File: src/rtl/dispense_rtc_pkg.sv
// Shared types and field limits for the dispenser time-of-day clock.
// Also consumed by the dose-time comparator through time_t.
package dispense_pkg;

    localparam int SEC_W  = 6;
    localparam int MIN_W  = 6;
    localparam int HOUR_W = 5;

    localparam logic [SEC_W-1:0]  SEC_MAX  = 6'd59;
    localparam logic [MIN_W-1:0]  MIN_MAX  = 6'd59;
    localparam logic [HOUR_W-1:0] HOUR_MAX = 5'd23;

    typedef enum logic {
        RUN  = 1'b0,
        LOAD = 1'b1
    } rtc_state_t;

    typedef struct packed {
        logic [HOUR_W-1:0] hours;
        logic [MIN_W-1:0]  minutes;
        logic [SEC_W-1:0]  seconds;
    } time_t;

    function automatic logic time_in_range(input time_t t);
        return (t.hours <= HOUR_MAX) && (t.minutes <= MIN_MAX) &&
               (t.seconds <= SEC_MAX);
    endfunction

endpackage

File: src/rtl/dispense_rtc_if.sv
// Valid/ready port used to load a new time of day into dispense_rtc.
interface dispense_rtc_if;
    import dispense_pkg::*;

    logic              set_valid;
    logic [HOUR_W-1:0] set_hours;
    logic [MIN_W-1:0]  set_minutes;
    logic [SEC_W-1:0]  set_seconds;
    logic              set_ready;
    logic              set_error;

    modport master (
        output set_valid, set_hours, set_minutes, set_seconds,
        input  set_ready, set_error
    );

    modport slave (
        input  set_valid, set_hours, set_minutes, set_seconds,
        output set_ready, set_error
    );

endinterface

File: src/rtl/dispense_rtc_prescaler.sv
// Free-running divider: counts 0..CLK_HZ-1 while enabled, sync clear,
// combinational terminal-count flag qualified by the enable.
module dispense_prescaler #(
    parameter int CLK_HZ = 50000000
) (
    input  logic clock,
    input  logic reset,
    input  logic en_i,
    input  logic clr_i,
    output logic tc_o
);

    localparam int CW = (CLK_HZ > 1) ? $clog2(CLK_HZ) : 1;
    localparam logic [CW-1:0] TERM = CW'(CLK_HZ - 1);

    logic [CW-1:0] count_q, count_d;

    assign tc_o = en_i && (count_q == TERM);

    always_comb begin
        count_d = count_q;
        if (clr_i) begin
            count_d = '0;
        end else if (en_i) begin
            count_d = (count_q == TERM) ? '0 : count_q + 1'b1;
        end
    end

    always_ff @(posedge clock) begin
        if (reset) begin
            count_q <= '0;
        end else begin
            count_q <= count_d;
        end
    end

endmodule

File: src/rtl/dispense_rtc.sv
// 24-hour HH:MM:SS clock with 1 Hz prescaler and valid/ready time load.
// Optional DISPENSE_RTC_DAY_COUNT_EN adds a 0..6 day-of-week counter.
module dispense_rtc
    import dispense_pkg::*;
#(
    parameter int CLK_HZ      = 50000000,
    parameter int RESET_HOURS = 0
) (
    input  logic              clock,
    input  logic              reset,
    input  logic              run_en,
    dispense_rtc_if.slave     set_if,
    output logic [SEC_W-1:0]  seconds,
    output logic [MIN_W-1:0]  minutes,
    output logic [HOUR_W-1:0] hours,
    output logic              tick_1hz,
`ifdef DISPENSE_RTC_DAY_COUNT_EN
    output logic [2:0]        day_count,
`endif
    output logic              day_wrap
);

    rtc_state_t state_q, state_d;
    time_t      time_q, time_d;
    time_t      req;
    logic       tick_q, tick_d;
    logic       wrap_q, wrap_d;
    logic       err_q, err_d;
    logic       set_ok, set_bad;
    logic       presc_en, presc_tc;

    assign req.hours   = set_if.set_hours;
    assign req.minutes = set_if.set_minutes;
    assign req.seconds = set_if.set_seconds;

    assign set_ok   = set_if.set_valid && (state_q == RUN) && time_in_range(req);
    assign set_bad  = set_if.set_valid && (state_q == RUN) && !time_in_range(req);
    // An accepted load owns this edge, so the prescaler may not also terminate.
    assign presc_en = (state_q == RUN) && run_en && !set_ok;

    dispense_prescaler #(
        .CLK_HZ (CLK_HZ)
    ) u_presc (
        .clock (clock),
        .reset (reset),
        .en_i  (presc_en),
        .clr_i (set_ok),
        .tc_o  (presc_tc)
    );

    always_comb begin
        state_d = RUN;
        time_d  = time_q;
        tick_d  = 1'b0;
        wrap_d  = 1'b0;
        err_d   = 1'b0;
        if (set_ok) begin
            time_d  = req;
            state_d = LOAD;
        end else begin
            err_d = set_bad;
            if (presc_tc) begin
                tick_d = 1'b1;
                if (time_q.seconds != SEC_MAX) begin
                    time_d.seconds = time_q.seconds + 1'b1;
                end else begin
                    time_d.seconds = '0;
                    if (time_q.minutes != MIN_MAX) begin
                        time_d.minutes = time_q.minutes + 1'b1;
                    end else begin
                        time_d.minutes = '0;
                        if (time_q.hours != HOUR_MAX) begin
                            time_d.hours = time_q.hours + 1'b1;
                        end else begin
                            time_d.hours = '0;
                            wrap_d       = 1'b1;
                        end
                    end
                end
            end
        end
    end

    always_ff @(posedge clock) begin
        if (reset) begin
            state_q        <= RUN;
            time_q.hours   <= HOUR_W'(RESET_HOURS);
            time_q.minutes <= '0;
            time_q.seconds <= '0;
            tick_q         <= 1'b0;
            wrap_q         <= 1'b0;
            err_q          <= 1'b0;
        end else begin
            state_q <= state_d;
            time_q  <= time_d;
            tick_q  <= tick_d;
            wrap_q  <= wrap_d;
            err_q   <= err_d;
        end
    end

`ifdef DISPENSE_RTC_DAY_COUNT_EN
    logic [2:0] day_q, day_d;

    always_comb begin
        day_d = day_q;
        if (wrap_d) begin
            day_d = (day_q == 3'd6) ? 3'd0 : day_q + 3'd1;
        end
    end

    always_ff @(posedge clock) begin
        if (reset) begin
            day_q <= '0;
        end else begin
            day_q <= day_d;
        end
    end

    assign day_count = day_q;
`endif

    assign set_if.set_ready = (state_q == RUN);
    assign set_if.set_error = err_q;
    assign seconds          = time_q.seconds;
    assign minutes          = time_q.minutes;
    assign hours            = time_q.hours;
    assign tick_1hz         = tick_q;
    assign day_wrap         = wrap_q;

endmodule

File: src/flat_wrapper.sv
// flat-port wrapper written by rule: the top's interface ports become plain ports
module dispense_rtc_flat import dispense_pkg::*;
#(
    parameter int CLK_HZ      = 50000000,
    parameter int RESET_HOURS = 0
)
  (clock, reset, run_en, seconds, minutes, hours, tick_1hz, day_wrap, set_if_set_valid, set_if_set_hours, set_if_set_minutes, set_if_set_seconds, set_if_set_ready, set_if_set_error);
  dispense_rtc_if set_if_i ();
  input  logic clock;
  input  logic reset;
  input  logic run_en;
  output logic [SEC_W-1:0] seconds;
  output logic [MIN_W-1:0] minutes;
  output logic [HOUR_W-1:0] hours;
  output logic tick_1hz;
  output logic day_wrap;
  input wire logic [$bits(set_if_i.set_valid)-1:0] set_if_set_valid;
  input wire logic [$bits(set_if_i.set_hours)-1:0] set_if_set_hours;
  input wire logic [$bits(set_if_i.set_minutes)-1:0] set_if_set_minutes;
  input wire logic [$bits(set_if_i.set_seconds)-1:0] set_if_set_seconds;
  output wire logic [$bits(set_if_i.set_ready)-1:0] set_if_set_ready;
  output wire logic [$bits(set_if_i.set_error)-1:0] set_if_set_error;
  assign set_if_i.set_valid = set_if_set_valid;
  assign set_if_i.set_hours = set_if_set_hours;
  assign set_if_i.set_minutes = set_if_set_minutes;
  assign set_if_i.set_seconds = set_if_set_seconds;
  assign set_if_set_ready = set_if_i.set_ready;
  assign set_if_set_error = set_if_i.set_error;
  dispense_rtc #(.CLK_HZ(CLK_HZ), .RESET_HOURS(RESET_HOURS)) u_core (.clock(clock), .reset(reset), .run_en(run_en), .set_if(set_if_i), .seconds(seconds), .minutes(minutes), .hours(hours), .tick_1hz(tick_1hz), .day_wrap(day_wrap));
endmodule
File: config.mk
export PLATFORM = sky130hd
export DESIGN_NAME = dispense_rtc_flat
export DESIGN_NICKNAME = d
export VERILOG_FILES = /design/src/rtl/dispense_rtc_pkg.sv /design/src/rtl/dispense_rtc_if.sv /design/src/rtl/dispense_rtc_prescaler.sv /design/src/rtl/dispense_rtc.sv /design/src/flat_wrapper.sv
export SDC_FILE = /design/constraint.sdc
export NUM_CORES = 1
export LEC_CHECK = 0
export BUFFER_PORTS_ARGS = -buffer_cell sky130_fd_sc_hd__buf_2
export CAP_MARGIN = 10
export CELL_PAD_IN_SITES_DETAIL_PLACEMENT = 0
export CELL_PAD_IN_SITES_GLOBAL_PLACEMENT = 1
export CORE_MARGIN = 10
export CORE_UTILIZATION = 44
export CTS_CLUSTER_DIAMETER = 120
export CTS_CLUSTER_SIZE = 12
export DETAILED_ROUTE_END_ITERATION = 6
export PLACE_DENSITY_LB_ADDON = 0.08
export REMOVE_ABC_BUFFERS = 1
export SYNTH_ARGS = -nofsm -noshare
export SYNTH_HDL_FRONTEND = slang
export SYNTH_SLANG_ARGS = --single-unit
File: constraint.sdc
create_clock -name clock -period 6.3 [get_ports clock]
set_clock_uncertainty 0.2 [all_clocks]
set_input_delay 1.26 -clock clock [delete_from_list [all_inputs] [get_ports clock]]
set_output_delay 1.26 -clock clock [all_outputs]
set_load 0.02 [all_outputs]
==> impl_metrics.env, run 1 <==
export IMPL_final_setup_viol_count=0
export IMPL_grt_pass1_wl_um=9720
export IMPL_dr_pass1_iters=4
export IMPL_period_needed_ns=3.58
export IMPL_max_cap_viol_count=0
export IMPL_cts_num_sinks=47
export IMPL_drc=0
export IMPL_tns_ns=0
export IMPL_n_fill_cell=498
export IMPL_ir_drop_v=0.000118
export IMPL_core_region_area_sq_um=5170
export IMPL_slew_headroom=0.461
export IMPL_drt_total_wl_um=5700
export IMPL_area_delta_synth_final_pct=15.1
export IMPL_outcome="completed"
export IMPL_drv_slew=0
export IMPL_nets=349
export IMPL_cts_max_path_buffers=2
export IMPL_dp_hpwl_um=4200
export IMPL_via_per_inst=5.42
export IMPL_worstPathMaxFanout=11
export IMPL_place_gp_congestion=0.793
export IMPL_vias=2136
export IMPL_track_usage=0.134
export IMPL_min_path_type="reg -> reg"
export IMPL_grt_pass1_vias=2008
export IMPL_syn_area_sq_um=2360
export IMPL_synth_distinct_cells=39
export IMPL_die_w_um=93.3
export IMPL_placementRows=26
export IMPL_drt_iter0_drc=68
export IMPL_fmax_mhz=279
export IMPL_cp_start_kind="input pin"
export IMPL_worst_pin_slew_ns=0.807
export IMPL_die_h_um=93.3
export IMPL_p_per_area_nw_per_um2=222
export IMPL_port_buffers=41
export IMPL_start_util=0.457
export IMPL_antenna_found_initial=0
export IMPL_multi_input_area_sq_um=1360
export IMPL_post_cts_buffers=0
export IMPL_pin_count=42
export IMPL_synth_cells=287
export IMPL_seq_area_sq_um=941
export IMPL_mostFrequentLayoutCell="dfxtp_1"
export IMPL_htreeDepth=2
export IMPL_layout_common_cells="47 x dfxtp_1, 41 x buf_2, 40 x nor2_1, 25 x nand2_1, 17 x nand3_1"
export IMPL_fin_crit_sh=0.568
export IMPL_grt_ovfl_total=0
export IMPL_hold_worst_slack_ns=0.291
export IMPL_utilization=0.526
export IMPL_critPathKind="in -> reg"
export IMPL_grt_start_max_net_pins=26
export IMPL_drive_gt1_frac=0.167
export IMPL_cts_resized=0
export IMPL_p_total_mw=0.604
export IMPL_wl_per_cell_um=14.5
export IMPL_arrival_ns=3.59
export IMPL_yosysSeqAreaShare=0.398
export IMPL_cts_buffers=5
export IMPL_yosys_warnings=0
export IMPL_synth_seq_cells=47
export IMPL_critPathCaptureType="flop"
export IMPL_clockRootBuffer="clkbuf_8"
export IMPL_num_antenna_cells=0
export IMPL_clkSlewWorstSetupHoldPaths_ns=0.09
export IMPL_postRouteAntennaNets=0
export IMPL_syn_area_per_cell_sq_um=8.24
export IMPL_rsz0062_at_grt="false"
export IMPL_hold_viol_final=0
export IMPL_ctsHoldBuffers=0
export IMPL_clk_latency_ns=0.30
export IMPL_cts_tree="yes"
export IMPL_required_ns=6.31
export IMPL_cellLeakagePower_nw=0.997
export IMPL_dieArea_sq_um=8710
worst paths after layout:
check / slack, ns / start / cells after the start / end
setup / recovery: 2.72 / run_en / 7 / u_core.minutes[3]$_SDFFE_PP0P_
setup reg to reg: 3.25 / u_core.u_presc.count_q[21]$_SDFFE_PP0P_ / 6 / u_core.minutes[3]$_SDFFE_PP0P_
hold reg to reg: 0.29 / u_core.u_presc.count_q[6]$_SDFFE_PP0P_ / 2 / u_core.u_presc.count_q[6]$_SDFFE_PP0P_
hold / removal: 0.29 / u_core.u_presc.count_q[6]$_SDFFE_PP0P_ / 2 / u_core.u_presc.count_q[6]$_SDFFE_PP0P_
kinds of logic after synthesis:
| group | share of synthesized area |
|---|---|
| compound gates | 0.125 |
| fa+ha+maj | 0.0212 |
| xor+xnor | 0.0926 |
| mux | 0.00847 |
| buf+inv | 0.0275 |
| flops | 0.398 |
| simple gates | 0.328 |
per-layer routing:
metal  vias to the layer above  global-route usage  part of all wire
met2                        42               0.199              0.44
li1                       1110                   -                 -
met5                         -                   0                 0
met4                         0              0.0360            0.0074
met1                       978               0.176              0.49
met3                         6              0.0536             0.060
report_power, final:
part / switching, mW / internal (mW) / leakage [nW]
logic: 0.0429 / 0.0261 / 0.563
registers: 0.0139 / 0.307 / 0.382
clock network: 0.0976 / 0.116 / 0.0513
total: 0.154 / 0.450 / 0.997
state kept, by name (all words and copies together) (netlist names):
register / cells
u_core.state_q: 1
u_core.hours: 5
u_core.day_wrap: 1
u_core.tick_1hz: 1
u_core.minutes: 6
u_core.u_presc.count_q: 26
u_core.set_if.set_error: 1
u_core.seconds: 6
stage by stage:
| step | cells | instance area [sq um] | setup slack [ns] |
|---|---|---|---|
| after floorplan | 274 | 2310 | 2.88 |
| after global placement | 387 | 2620 | 2.44 |
| after detailed placement | 387 | 2620 | 2.42 |
| after CTS | 394 | 2720 | 2.72 |
| after global routing | 394 | 2720 | 2.52 |
| final | 394 | 2720 | 2.72 |
cell usage after synthesis:
master,n,area [sq um]
a211oi_1,5,37.5
a21oi_1,10,50.1
a22oi_1,1,7.51
a311oi_1,7,61.3
a31oi_1,3,18.8
and2_1,3,18.8
and3_1,7,43.8
and4_1,2,17.5
buf_2,4,20.0
clkbuf_1,9,33.8
dfxtp_1,47,941
ha_1,4,50.1
inv_1,3,11.3
mux2i_1,2,20.0
nand2_1,25,93.8
nand2_2,1,6.26
nand2b_1,5,31.3
nand3_1,17,85.1
nand3b_1,1,7.51
nand4_1,13,81.3
nand4b_1,4,35.0
nor2_1,40,150
nor2b_1,4,25.0
nor3_1,10,50.1
nor3b_1,1,7.51
nor4_1,5,31.3
nor4_4,1,21.3
o211ai_1,1,7.51
o21ai_0,14,70.1
o221ai_1,1,8.76
o311ai_0,2,17.5
o41ai_2,1,16.3
or3_1,5,31.3
or3b_2,1,8.76
or4_1,1,7.51
or4_4,1,11.3
or4b_1,1,10.0
xnor2_1,13,114
xor2_1,12,105
layout make-up:
class | count | area share
sequential | 47 | 0.346
multi-input combinational | 224 | 0.499
timing repair buffer | 43 | 0.0809
tap | 70 | 0.0322
inverter | 3 | 0.00414
clock inverter | 1 | 0.0110
clock buffer | 6 | 0.0267
critical path, cell delays in order:
cell and delay [ns]:
buf_2 0.08, nor2b_1 0.40, nand4_1 0.23, nor4_4 0.55, nand2_2 0.26, or4b_1 0.55
a311oi_1 0.25
(Power assumes the default switching activity.)
==> inputs of run 2 (changes only) <==
--- a/config.mk
+++ b/config.mk
@@ -10,7 +10,7 @@
 export CELL_PAD_IN_SITES_DETAIL_PLACEMENT = 0
 export CELL_PAD_IN_SITES_GLOBAL_PLACEMENT = 1
 export CORE_MARGIN = 10
-export CORE_UTILIZATION = 44
+export CORE_UTILIZATION = 41
 export CTS_CLUSTER_DIAMETER = 120
 export CTS_CLUSTER_SIZE = 12
 export DETAILED_ROUTE_END_ITERATION = 6
==> constraint.sdc (replaced) <==
create_clock -name clock -period 3.6 [get_ports clock]
set_clock_uncertainty 0.2 [all_clocks]
set_input_delay 0.72 -clock clock [delete_from_list [all_inputs] [get_ports clock]]
set_output_delay 0.72 -clock clock [all_outputs]
set_load 0.02 [all_outputs]
==> impl_metrics.env, run 2 (synthesized netlist as in run 1, its figures left out) <==
export IMPL_clkSlewWorstSetupHoldPaths_ns=0.09
export IMPL_htreeDepth=2
export IMPL_final_setup_viol_count=0
export IMPL_cp_start_kind="input pin"
export IMPL_drt_total_wl_um=5940
export IMPL_p_per_area_nw_per_um2=394
export IMPL_core_region_area_sq_um=5540
export IMPL_comb_power_share=0.114
export IMPL_dr_pass1_iters=4
export IMPL_required_ns=3.63
export IMPL_pin_count=42
export IMPL_p_sw_frac=0.267
export IMPL_cts_resized=0
export IMPL_drc=0
export IMPL_antenna_found_initial=0
export IMPL_wl_per_cell_um=14.8
export IMPL_fmax_mhz=376
export IMPL_place_gp_congestion=0.799
export IMPL_hold_viol_final=0
export IMPL_placementRows=27
export IMPL_rsz0062_at_grt="false"
export IMPL_power_switching_mw=0.291
export IMPL_grt_start_max_net_pins=26
export IMPL_dieArea_sq_um=9210
export IMPL_slowest_delay_ns=0.64
export IMPL_max_cap_viol_count=0
export IMPL_slew_headroom=0.604
export IMPL_power_share_sequential=0.517
export IMPL_ir_drop_v=0.000176
export IMPL_cp_slowest_cell="or4_1"
export IMPL_grt_pass1_wl_um=10000
export IMPL_ctsHoldBuffers=0
export IMPL_largest_register="u_core.u_presc.count_q"
export IMPL_drive_gt1_frac=0.180
export IMPL_p_clk_frac=0.369
export IMPL_cts_max_path_buffers=2
export IMPL_mostFrequentLayoutCell="dfxtp_1"
export IMPL_clockRootBuffer="clkbuf_8"
export IMPL_p_total_mw=1.09
export IMPL_worst_pin_slew_ns=0.591
export IMPL_outcome="completed"
export IMPL_worstPathMaxFanout=11
export IMPL_area_delta_synth_final_pct=16.7
export IMPL_reg_largest_list="u_core.u_presc.count_q: 26 flops, u_core.minutes: 6 flops, u_core.seconds: 6 flops"
export IMPL_drt_iter0_drc=89
export IMPL_critPathCaptureType="flop"
export IMPL_arrival_ns=2.69
export IMPL_cellLeakagePower_nw=1.02
export IMPL_period_needed_ns=2.66
export IMPL_power_internal_mw=0.796
export IMPL_start_util=0.427
export IMPL_grt_ovfl_total=0
export IMPL_port_buffers=41
export IMPL_critPathKind="in -> reg"
export IMPL_die_h_um=95.9
export IMPL_dp_hpwl_um=4350
export IMPL_fin_crit_sh=0.739
export IMPL_track_usage=0.134
export IMPL_largest_reg_flops=26
export IMPL_grt_pass1_vias=2029
export IMPL_crit_chain="buf_2 > nor2b_1 > nand4_1 > or4_1 > o41ai_2 > o21ai_0 > a21oi_1"
export IMPL_nets=352
export IMPL_min_path_type="reg -> reg"
export IMPL_drv_slew=0
export IMPL_cts_num_sinks=47
export IMPL_num_antenna_cells=0
export IMPL_fin_cells=400
export IMPL_post_cts_buffers=0
export IMPL_tns_ns=0
export IMPL_cts_tree="yes"
export IMPL_dp_cells=392
export IMPL_via_per_inst=5.46
export IMPL_die_w_um=95.9
export IMPL_postRouteAntennaNets=0
export IMPL_cts_buffers=5
export IMPL_clk_latency_ns=0.30
export IMPL_utilization=0.498
export IMPL_layout_common_cells="47 x dfxtp_1, 41 x buf_2, 40 x nor2_1, 25 x nand2_1, 17 x nand3_1"
export IMPL_vias=2182
==> run 2: power groups by stage <==
| stage | clock (mW) | sequential (mW) | combinational [mW] |
|---|---|---|---|
| floorplan | 0 | 0.589 | 0.0548 |
| detailed placement | 0 | 0.574 | 0.126 |
| CTS | 0.415 | 0.562 | 0.126 |
| global route | 0.435 | 0.566 | 0.139 |
| finish | 0.401 | 0.562 | 0.124 |
| global placement | 0 | 0.574 | 0.125 |
==> run 2: final timing paths <==
| path | start | to | slack (ns) | cells past startpoint |
|---|---|---|---|---|
| setup / recovery | run_en | u_core.seconds[4]$_SDFFE_PP0P_ | 0.94 | 7 |
| hold / removal | u_core.u_presc.count_q[6]$_SDFFE_PP0P_ | u_core.u_presc.count_q[6]$_SDFFE_PP0P_ | 0.29 | 2 |
| setup reg to reg | u_core.u_presc.count_q[21]$_SDFFE_PP0P_ | u_core.seconds[4]$_SDFFE_PP0P_ | 0.95 | 6 |
| hold reg to reg | u_core.u_presc.count_q[6]$_SDFFE_PP0P_ | u_core.u_presc.count_q[6]$_SDFFE_PP0P_ | 0.29 | 2 |
==> run 2: layer usage <==
metal  wire, um  track usage
met1       2960        0.181
met5          0            0
met2       2570        0.205
met3        338       0.0350
met4         70       0.0405
==> run 2: cell type report <==
| class | count | area, sq um |
|---|---|---|
| clock buffers | 5 | 68.8 |
| clock inverters | 3 | 47.5 |
| fillers | 569 | 2780 |
| inverters | 3 | 11.3 |
| multi-input cells | 224 | 1360 |
| flip-flops and latches | 47 | 941 |
| well taps | 72 | 90.1 |
| repair buffers | 46 | 243 |
==> run 2: per-stage QoR <==
step	setup slack [ns]	instance area, sq um	hold slack [ns]
CTS	0.900	2760	0.303
global placement	0.677	2640	0.269
floorplan	0.725	2310	0.254
global route	0.702	2760	0.344
finish	0.939	2760	0.294
detailed placement	0.578	2640	0.291
==> run 2: worst max-delay path, delay by kind of cell <==
| kind | cells | cell delay [ns] |
|---|---|---|
| simple gates | 3 | 1.30 |
| buf+inv | 1 | 0.07 |
| compound gates | 3 | 0.60 |
